$ cat src/rtl/rom_stream_ctrl.sv
// Streams a ROM burst to valid/ready: word[base] valid 2 cycles after start, then one word/cycle; fetch stalls while output is held.
// Optional `ROM_STREAM_ZERO_SKIP_EN drops all-zero words and counts them on skip_cnt_o.
module rom_stream_ctrl #(
  parameter int MEMORY_WIDTH = 72,
  parameter int ADDRS_WIDTH  = 8,
  parameter int CNT_WIDTH    = ADDRS_WIDTH + 1
) (
  input  logic                    clk_i,
  input  logic                    rst_n_i,
  input  logic                    start_i,
  input  logic [ADDRS_WIDTH-1:0]  base_addr_i,
  input  logic [CNT_WIDTH-1:0]    num_words_i,
  output logic                    busy_o,
  output logic                    done_o,
  output logic [ADDRS_WIDTH-1:0]  addrs_mem_o,
  output logic                    rd_mem_ld_o,
  input  logic [MEMORY_WIDTH-1:0] mem_data_i,
  output logic [MEMORY_WIDTH-1:0] data_o,
  output logic                    valid_o,
`ifdef ROM_STREAM_ZERO_SKIP_EN
  output logic [CNT_WIDTH-1:0]    skip_cnt_o,
`endif
  input  logic                    ready_i
);

  typedef enum logic [1:0] {S_IDLE, S_READ, S_DRAIN, S_DONE} state_t;

  state_t                  r_state;
  logic [ADDRS_WIDTH-1:0]  r_addr;
  logic [CNT_WIDTH-1:0]    r_remaining;
  logic [MEMORY_WIDTH-1:0] r_data;
  logic                    r_valid;
  logic                    r_busy;
  logic                    r_done;
`ifdef ROM_STREAM_ZERO_SKIP_EN
  logic [CNT_WIDTH-1:0]    r_skip_cnt;
`endif

  logic w_out_free;
  logic w_fetch;
  logic w_last_fetch;
  logic w_load;

  // The ROM read is combinational, so the fetch strobe must follow ready_i in the same cycle.
  assign w_out_free   = ~r_valid | ready_i;
  assign w_fetch      = (r_state == S_READ) && (r_remaining != '0) && w_out_free;
  assign w_last_fetch = w_fetch && (r_remaining == CNT_WIDTH'(1));
`ifdef ROM_STREAM_ZERO_SKIP_EN
  assign w_load       = w_fetch && (mem_data_i != '0);
`else
  assign w_load       = w_fetch;
`endif

  always_ff @(posedge clk_i or negedge rst_n_i) begin
    if (!rst_n_i) begin
      r_state     <= S_IDLE;
      r_addr      <= '0;
      r_remaining <= '0;
      r_data      <= '0;
      r_valid     <= 1'b0;
      r_busy      <= 1'b0;
      r_done      <= 1'b0;
`ifdef ROM_STREAM_ZERO_SKIP_EN
      r_skip_cnt  <= '0;
`endif
    end else begin
      r_done <= 1'b0;
      if (r_valid && ready_i)
        r_valid <= 1'b0;
      if (w_load) begin
        r_data  <= mem_data_i;
        r_valid <= 1'b1;
      end
      if (w_fetch) begin
        r_addr      <= r_addr + 1'b1;
        r_remaining <= r_remaining - 1'b1;
      end
`ifdef ROM_STREAM_ZERO_SKIP_EN
      if (w_fetch && !w_load)
        r_skip_cnt <= r_skip_cnt + 1'b1;
`endif
      case (r_state)
        S_IDLE: begin
          if (start_i) begin
            r_addr      <= base_addr_i;
            r_remaining <= num_words_i;
            r_busy      <= 1'b1;
`ifdef ROM_STREAM_ZERO_SKIP_EN
            r_skip_cnt  <= '0;
`endif
            if (num_words_i == '0) begin
              r_state <= S_DONE;
              r_done  <= 1'b1;
            end else begin
              r_state <= S_READ;
            end
          end
        end
        S_READ: begin
          if (w_last_fetch)
            r_state <= S_DRAIN;
        end
        S_DRAIN: begin
          if (w_out_free) begin
            r_state <= S_DONE;
            r_done  <= 1'b1;
          end
        end
        S_DONE: begin
          r_state <= S_IDLE;
          r_busy  <= 1'b0;
        end
        default: r_state <= S_IDLE;
      endcase
    end
  end

  assign busy_o      = r_busy;
  assign done_o      = r_done;
  assign addrs_mem_o = r_addr;
  assign rd_mem_ld_o = w_fetch;
  assign data_o      = r_data;
  assign valid_o     = r_valid;
`ifdef ROM_STREAM_ZERO_SKIP_EN
  assign skip_cnt_o  = r_skip_cnt;
`endif

endmodule

$ cat config.mk
export PLATFORM = sky130hd
export DESIGN_NAME = rom_stream_ctrl
export DESIGN_NICKNAME = d
export VERILOG_FILES = /design/src/rtl/rom_stream_ctrl.sv
export SDC_FILE = /design/constraint.sdc
export NUM_CORES = 1
export LEC_CHECK = 0
export BUFFER_PORTS_ARGS = -buffer_cell sky130_fd_sc_hd__buf_2
export CORE_MARGIN = 1.5
export CORE_UTILIZATION = 46
export CTS_CLUSTER_SIZE = 40
export DETAILED_ROUTE_END_ITERATION = 12
export PLACE_DENSITY = 0.77
export SETUP_SLACK_MARGIN = 0.1
export SYNTH_ARGS = -nofsm -noshare
export SYNTH_HDL_FRONTEND = slang
export SYNTH_SLANG_ARGS = --single-unit
$ cat constraint.sdc
create_clock -name clk_i -period 2.3 [get_ports clk_i]
set_input_delay 0.46 -clock clk_i [delete_from_list [all_inputs] [get_ports clk_i]]
set_output_delay 0.46 -clock clk_i [all_outputs]
set_load 0.1 [all_outputs]
After elaboration in Yosys (flattened, before gate mapping) --
Cells that the tools add are included.
Storage, ports and cells: register bits 94, input bits 93, output and inout port bits 84, word-level logic and storage cells 48
Cells by class: add/sub/neg operators 2, equality and inequality tests 7, mux-type cells 19, bitwise gates (word level) 2, reductions and logical operators 11
Operator list (count):
- 9-bit two-way mux | 3
- 8-bit two-way mux | 3
- 9-bit by 1-bit == test with 1-bit output, second input constant | 1
- 9-bit zero test | 1
- 9-bit nonzero test | 1
- 9-bit by 1-bit subtractor with 9-bit output, second input constant | 1
- 8-bit by 1-bit adder with 8-bit output, second input constant | 1
- 2-bit two-way mux | 4
- 2-bit one-hot mux with 4 select lines | 1
- 1-bit two-way mux | 6
- 2-bit != test, second input constant | 3
- 2-bit == test, second input constant | 2
- 1-bit logical AND | 4
- 1-bit one-hot mux with 2 select lines | 2
- 2-bit nonzero test | 2
- 3-bit AND reduction | 1
- 2-bit by 1-bit == test with 1-bit output, second input constant | 1
- 2-bit zero test | 1
- 2-bit AND reduction | 1
- 1-bit NOT | 1
- 1-bit OR | 1

Logic depth before layout (Yosys ltp) --
Gate-level depths: netlist of the first run.
word-level depth 6, gate-level depth with buffers 9, gate-level depth less buffers 6

Least setup slack after synthesis of the first run --
No wires, ideal clock.
path kind register to output, from reg r_valid (netlist: valid_o), to out rd_mem_ld_o, data arrival time 1.860 ns, slack -0.020 ns, stages on the path, launching flop included 8, buffers on the path 3, path through dfrtp_1 nand2b_1 buf_2 and2_1 nand2_2 inv_2 buf_6 buf_6
Between the ends: longest elaborated chain between the ends 3
RTL lines:
- start, declared | RTL line 32 | logic r_valid;
- start signal, assigned | RTL line 60 | r_valid <= 1'b0;
- start signal, assigned | RTL line 69 | r_valid <= 1'b0;
- start signal, assigned | RTL line 72 | r_valid <= 1'b1;
- 1-bit NOT | RTL line 45 | assign w_out_free = ~r_valid | ready_i;
- 1-bit OR | RTL line 45
- 1-bit logical AND | RTL line 46 | assign w_fetch = (r_state == S_READ) && (r_remaining != '0) && w_out_free;
- end, declared | RTL line 16 | output logic rd_mem_ld_o,
No other way between the ends.

Final worst setup path of the first run --
from reg r_remaining[5], to out rd_mem_ld_o
Between the ends: longest elaborated chain between the ends 3
RTL lines:
- start, declared | RTL line 30 | logic [CNT_WIDTH-1:0] r_remaining;
- start signal, assigned | RTL line 76 | r_remaining <= r_remaining - 1'b1;
- start signal, assigned | RTL line 86 | r_remaining <= num_words_i;
- 9-bit nonzero test | RTL line 46
- 1-bit logical AND (2 in a row) | RTL line 46
No other way between the ends.

==> metrics, run 1 <==
Final Hold Fails=0; Hold WC Path Type=primary input to async pin; Synth area leader=dfrtp_1; first-pass GRT wire length=16370 um; critical path fanouts, max=4; port buffer count=176; Worst EP required=1840 ps; RePlAce Congestion=0.8732; Avg Cell Area, Syn=13.46 um^2; FMAX=474.8 MHz; Slew Limit Fails=0; endpoint class of the critical path=primary output; clk root buf=clkbuf_8; vias in the first global route=3421; Hold Worst Slack=88.41 ps; status=finished, final reports clean; via count=3315; Fillers=717; Vias/cell=5.373; CTS tree=yes; Worst-path clk slew=100 ps; hold_buf cts=0; # nets final=605; Global Route Usage Sum=0.2095; Yosys warning count=0; final setup fails=0; core area=8848 um^2; drt first pass iters=5; Syn Nets=416; Ports=177; detailed-route wire length per cell=16.61 um; Least-Margin Pin Slew=566.7 ps; RSZ-0062 raised after global routing=no; max_cap viols=0; Final ANT Viol Nets=0; critical path class=register to primary output; fin cells=617; chip height=99.17 um; largest net degree at the start of global routing=43; cell area after synthesis=4254 um^2; top post-synthesis cells by area=dfrtp_1 55%, mux2_4 13%, mux2_2 9.5%, ha_1 2.1%, or4_1 1.6%; fin crit period=2106 ps; CP arrival=1650 ps; TNS Setup=0 ps; P&R area growth vs syn=32.38%; skew final=13.35 ps; die area=9834 um^2; Die Wd=99.17 um; grt ovf=0; DRT Wirelength=10250 um; Initial Util=0.4808; crit path launch type=register; drt first-iter violations=132; DRC viols=0; number of buffers created by CTS=9; initial antenna violation count=0; sequential fraction of the synthesis area=0.5529; Max clock buf depth=2; Seq cells post-synth=94; Placed Instances=593; Final period util=0.9158; CTS H-tree depth=3; Ant. Diodes=0; layout cells sized above 1=0.5796; Final HPWL DP=7509 um; Core Rows=34; Syn Inst Count=316; Distinct cells, synth=42; share of the synthesized area in the top cell type=0.5529; Slew HR=0.6222; # clock sinks=94; clk_lat worst skew=360 ps
[critical path, cell delays in order (launching register included)]
cell,delay [ps]
dfrtp_2,440
nor4_4,310
nand4_2,140
nand2_2,130
clkinv_4,80
buf_12,170
[layer usage]
| layer | vias to the layer above | GRT usage | part of all wire |
|---|---|---|---|
| met5 | - | 0 | 0 |
| met4 | 0 | 0.08017 | 0.020 |
| met3 | 20 | 0.04849 | 0.071 |
| met2 | 151 | 0.3607 | 0.52 |
| met1 | 1620 | 0.2581 | 0.39 |
| li1 | 1524 | - | - |
[area by class of cell]
type                            instances  area (um^2)  area share
Timing Repair Buffer                  194         1096      0.1946
Multi-Input combinational cell        196         1784      0.3168
Tap cell                              108        135.1     0.02399
Sequential cell                        94         2357      0.4186
Inverter                               10        42.54    0.007554
Clock inverter                          6        92.59     0.01644
Clock buffer                            9        123.9     0.02200
[cell usage after synthesis, drive strengths merged]
library cell / number
a211o: 2
a21oi: 5
a22oi: 1
a2bb2oi: 1
a31oi: 10
a32o: 1
a41oi: 1
and2: 2
and4: 3
buf: 10
clkbuf: 6
dfrtp: 94
ha: 7
inv: 10
mux2: 72
mux2i: 3
nand2: 17
nand2b: 2
nand3: 3
nand4: 7
nand4b: 1
nor2: 16
nor2b: 2
nor3: 5
nor3b: 1
nor4: 2
o211ai: 4
o21ai: 5
o22ai: 1
o311ai: 1
o31ai: 6
o41ai: 2
or3: 2
or4: 9
or4b: 2
[placed cells by master, fill, tap and decap left out, types with 3 or more instances in the layout]
master / count
buf_2: 174
dfrtp_1: 90
mux2_4: 36
mux2_2: 36
nor2_1: 16
nand2_1: 16
buf_4: 14
a31oi_1: 10
or4_1: 9
clkbuf_8: 9
inv_1: 8
o31ai_1: 6
nand4_1: 6
buf_12: 6
nor3_1: 5
o21ai_0: 5
a21oi_1: 5
ha_1: 5
o211ai_1: 4
dfrtp_2: 4
and4_1: 3
nand3_1: 3
mux2i_1: 3
[kinds of logic (layout without fill, tap and decap cells)]
logic type	after synthesis	count (layout)	synth area share
mux	75	75	0.2294
fa+ha+maj	7	7	0.02059
simple gates	74	74	0.09971
flops	94	94	0.5529
compound gates	40	40	0.06412
buf+inv	26	219	0.03323
[registers in the layout (all words and copies together), names as in the netlist]
name         count
r_state          2
r_remaining      9
addrs_mem_o      8
valid_o          1
busy_o           1
done_o           1
data_o          72
[per-stage QoR]
stage	worst slack (ps)	cell area (um^2)	util
after global routing	108.9	5632	0.6365
after CTS	109.1	5590	0.6318
after global placement	246.2	5316	0.6008
after floorplan	173.1	4255	-
after detailed placement	203.8	5316	0.6008
final	193.6	5632	0.6365
[path summary, 6_finish.rpt]
check / from / end / slack, ps / cells past startpoint
max in group asynchronous: rst_n_i / data_o[22] / 1530 / 2
worst min register to register: data_o[49] / data_o[49] / 510 / 1
worst max register to register: r_remaining[0] / r_state[0] / 330 / 6
min in group clk_i: num_words_i[8] / r_remaining[8] / 320 / 3
worst min-delay path: rst_n_i / data_o[13] / 90 / 1
worst max-delay path: r_remaining[5] / rd_mem_ld_o / 190 / 5
[repair_timing]
action,CTS,global route
endpoints found under the setup margin,1,3
gates resized for setup,7,4
pin swaps,3,1
buffers inserted,5,4
Power of run 1 is not shown: default switching activity piles up to over one toggle a cycle in this logic, so the estimate is an artifact.
==> inputs of run 2 (changes only) <==
==> constraint.sdc (replaced) <==
create_clock -name clk_i -period 2.3 [get_ports clk_i]
set_input_delay 0.23 -clock clk_i [delete_from_list [all_inputs] [get_ports clk_i]]
set_output_delay 0.23 -clock clk_i [all_outputs]
set_load 0.1 [all_outputs]
==> run 2 against run 1 <==
Effect of this change: fmax up 0.70%; global-route usage down 0.48 points; cell count unchanged; routed wire length up 1.2%; critical path type unchanged; critical path depth up 2; highest routed layer unchanged; core utilization down 0.13 points.
==> metrics, run 2 (synthesized netlist as in run 1, its figures left out) <==
P&R area growth vs syn=32.12% (was 32.38%); chip height=99.17 um (unchanged); Final HPWL DP=7326 um (was 7509 um); Fillers=714 (was 717); detailed-route wire length per cell=16.82 um (was 16.61 um); drt first-iter violations=118 (was 132); delay of the slowest critical-path stage=410 ps (was 440 ps); first-pass GRT wire length=15880 um (was 16370 um); RSZ-0062 raised after global routing=no (unchanged); CTS H-tree depth=3 (unchanged); core area=8848 um^2 (unchanged); skew final=10.42 ps (was 13.35 ps); RePlAce Congestion=0.8931 (was 0.8732); max reg flops=72 (unchanged); worst r2r src=r_remaining[0] (unchanged); CP max-delay cell=dfrtp_1 (was dfrtp_2); Global Route Usage Sum=0.2047 (was 0.2095); Ports=177 (unchanged); TNS Setup=0 ps (unchanged); clk root buf=clkbuf_8 (unchanged); # nets final=604 (was 605); Worst EP required=2070 ps (was 1840 ps); Initial Util=0.4808 (unchanged); hold path startpoint=mem_data_i[13]; R2R Path End=r_state[0] (unchanged); crit-path cells=inv_1, ha_4, and2_2, nand2_2, inv_4, buf_16, buf_12 (was nor4_4, nand4_2, nand2_2, clkinv_4, buf_12); fin crit period=2092 ps (was 2106 ps); most frequent cells in the layout=174 x buf_2, 90 x dfrtp_1, 36 x mux2_4, 36 x mux2_2 (unchanged); initial antenna violation count=0 (unchanged); Final ANT Viol Nets=0 (unchanged); CTS tree=yes (unchanged); commonest non-fill, non-tap cell in the layout=buf_2 (unchanged); Final Hold Fails=0 (unchanged); Vias/cell=5.329 (was 5.373); port buffer count=176 (unchanged); max_cap viols=0 (unchanged); endpoint class of the critical path=primary output (unchanged); Least-Margin Pin Slew=597.7 ps (was 566.7 ps); Register-to-Register Setup Slack=230 ps (was 330 ps); via count=3288 (was 3315); Worst-path clk slew=100 ps (about the same); status=finished, final reports clean (unchanged); vias in the first global route=3206 (was 3421); Ant. Diodes=0 (unchanged); grt ovf=0 (unchanged); Core Rows=34 (unchanged); critical path fanouts, max=13 (was 4); largest net degree at the start of global routing=45 (was 43); layout cells sized above 1=0.5717 (was 0.5796); number of buffers created by CTS=9 (unchanged); drt first pass iters=4 (was 5); DRC viols=0 (unchanged); Max clock buf depth=2 (unchanged); die area=9834 um^2 (unchanged); Worst Path Buf+Inv=4 (was 2); # clock sinks=94 (unchanged); Hold Crit Depth=2; worst reg2reg path depth=6 (unchanged); Die Wd=99.17 um (unchanged); Slew Limit Fails=0 (unchanged); Hold WC Path Type=primary input to register (was primary input to async pin); final setup fails=0 (unchanged); critical path class=register to primary output (unchanged); clk_lat worst skew=360 ps (about the same); FMAX=478.1 MHz (was 474.8 MHz); CP arrival=1860 ps (was 1650 ps); Final period util=0.9095 (was 0.9158); crit path launch type=register (unchanged); Slew HR=0.6015 (was 0.6222); Hold Crit Endpoint=data_o[13]; largest delay contributor family on the critical path=buffers and inverters (was simple AND/OR/NAND/NOR gates); DRT Wirelength=10380 um (was 10250 um)
[run 2: worst max-delay path by stage]
| stage | from | end | depth (start not counted) |
|---|---|---|---|
| after floorplan | addrs_mem_o[0] | addrs_mem_o[6] | 5 |
| after global placement | r_state[1] | data_o[57] | 7 |
| after detailed placement | r_state[1] | data_o[38] | 7 |
| after CTS | r_remaining[6] | rd_mem_ld_o | 6 |
| after global routing | r_state[1] | rd_mem_ld_o | 7 |
| final | r_state[1] | rd_mem_ld_o | 7 |
[run 2: per-layer routing]
layer	part of all wire	up-vias	GRT usage
li1	-	1535	-
met1	0.41	1597	0.2680
met2	0.51	143	0.3379
met3	0.070	13	0.05692
met4	0.014	0	0.05634
met5	0	-	0
[run 2: layout make-up]
class / instances / area [um^2] / share of cell area
flip-flops and latches: 94 / 2357 / 0.4194
multi-input cells: 196 / 1777 / 0.3161
clock inverters: 5 / 66.31 / 0.01180
inverters: 10 / 40.04 / 0.007124
clock buffers: 11 / 141.4 / 0.02516
well taps: 108 / 135.1 / 0.02404
repair buffers: 193 / 1104 / 0.1963
[run 2: metrics by stage]
step / utilization / cells / worst slack (ps) / hold WS [ps] / area, um^2
after global placement: 0.5940 / 590 / 231.1 / 267.7 / 5256
after floorplan: - / 316 / 173.1 / -65.59 / 4255
after CTS: 0.6267 / 610 / 135.0 / 87.73 / 5545
after detailed placement: 0.5940 / 590 / 168.7 / 283.5 / 5256
final: 0.6352 / 617 / 208.2 / 96.13 / 5620
after global routing: 0.6352 / 617 / 112.1 / 75.22 / 5620
[run 2: repair_timing]
action                                 4_1_cts  5_1_grt
gates cloned                                 1        1
setup endpoints to repair                    1        2
resized for setup                            6        3
setup buffers                                2        6
hold buffers                                 1        0
endpoints found under the hold margin       42        0
pin swaps                                    2        2
Power of run 2 is left out for the same reason.
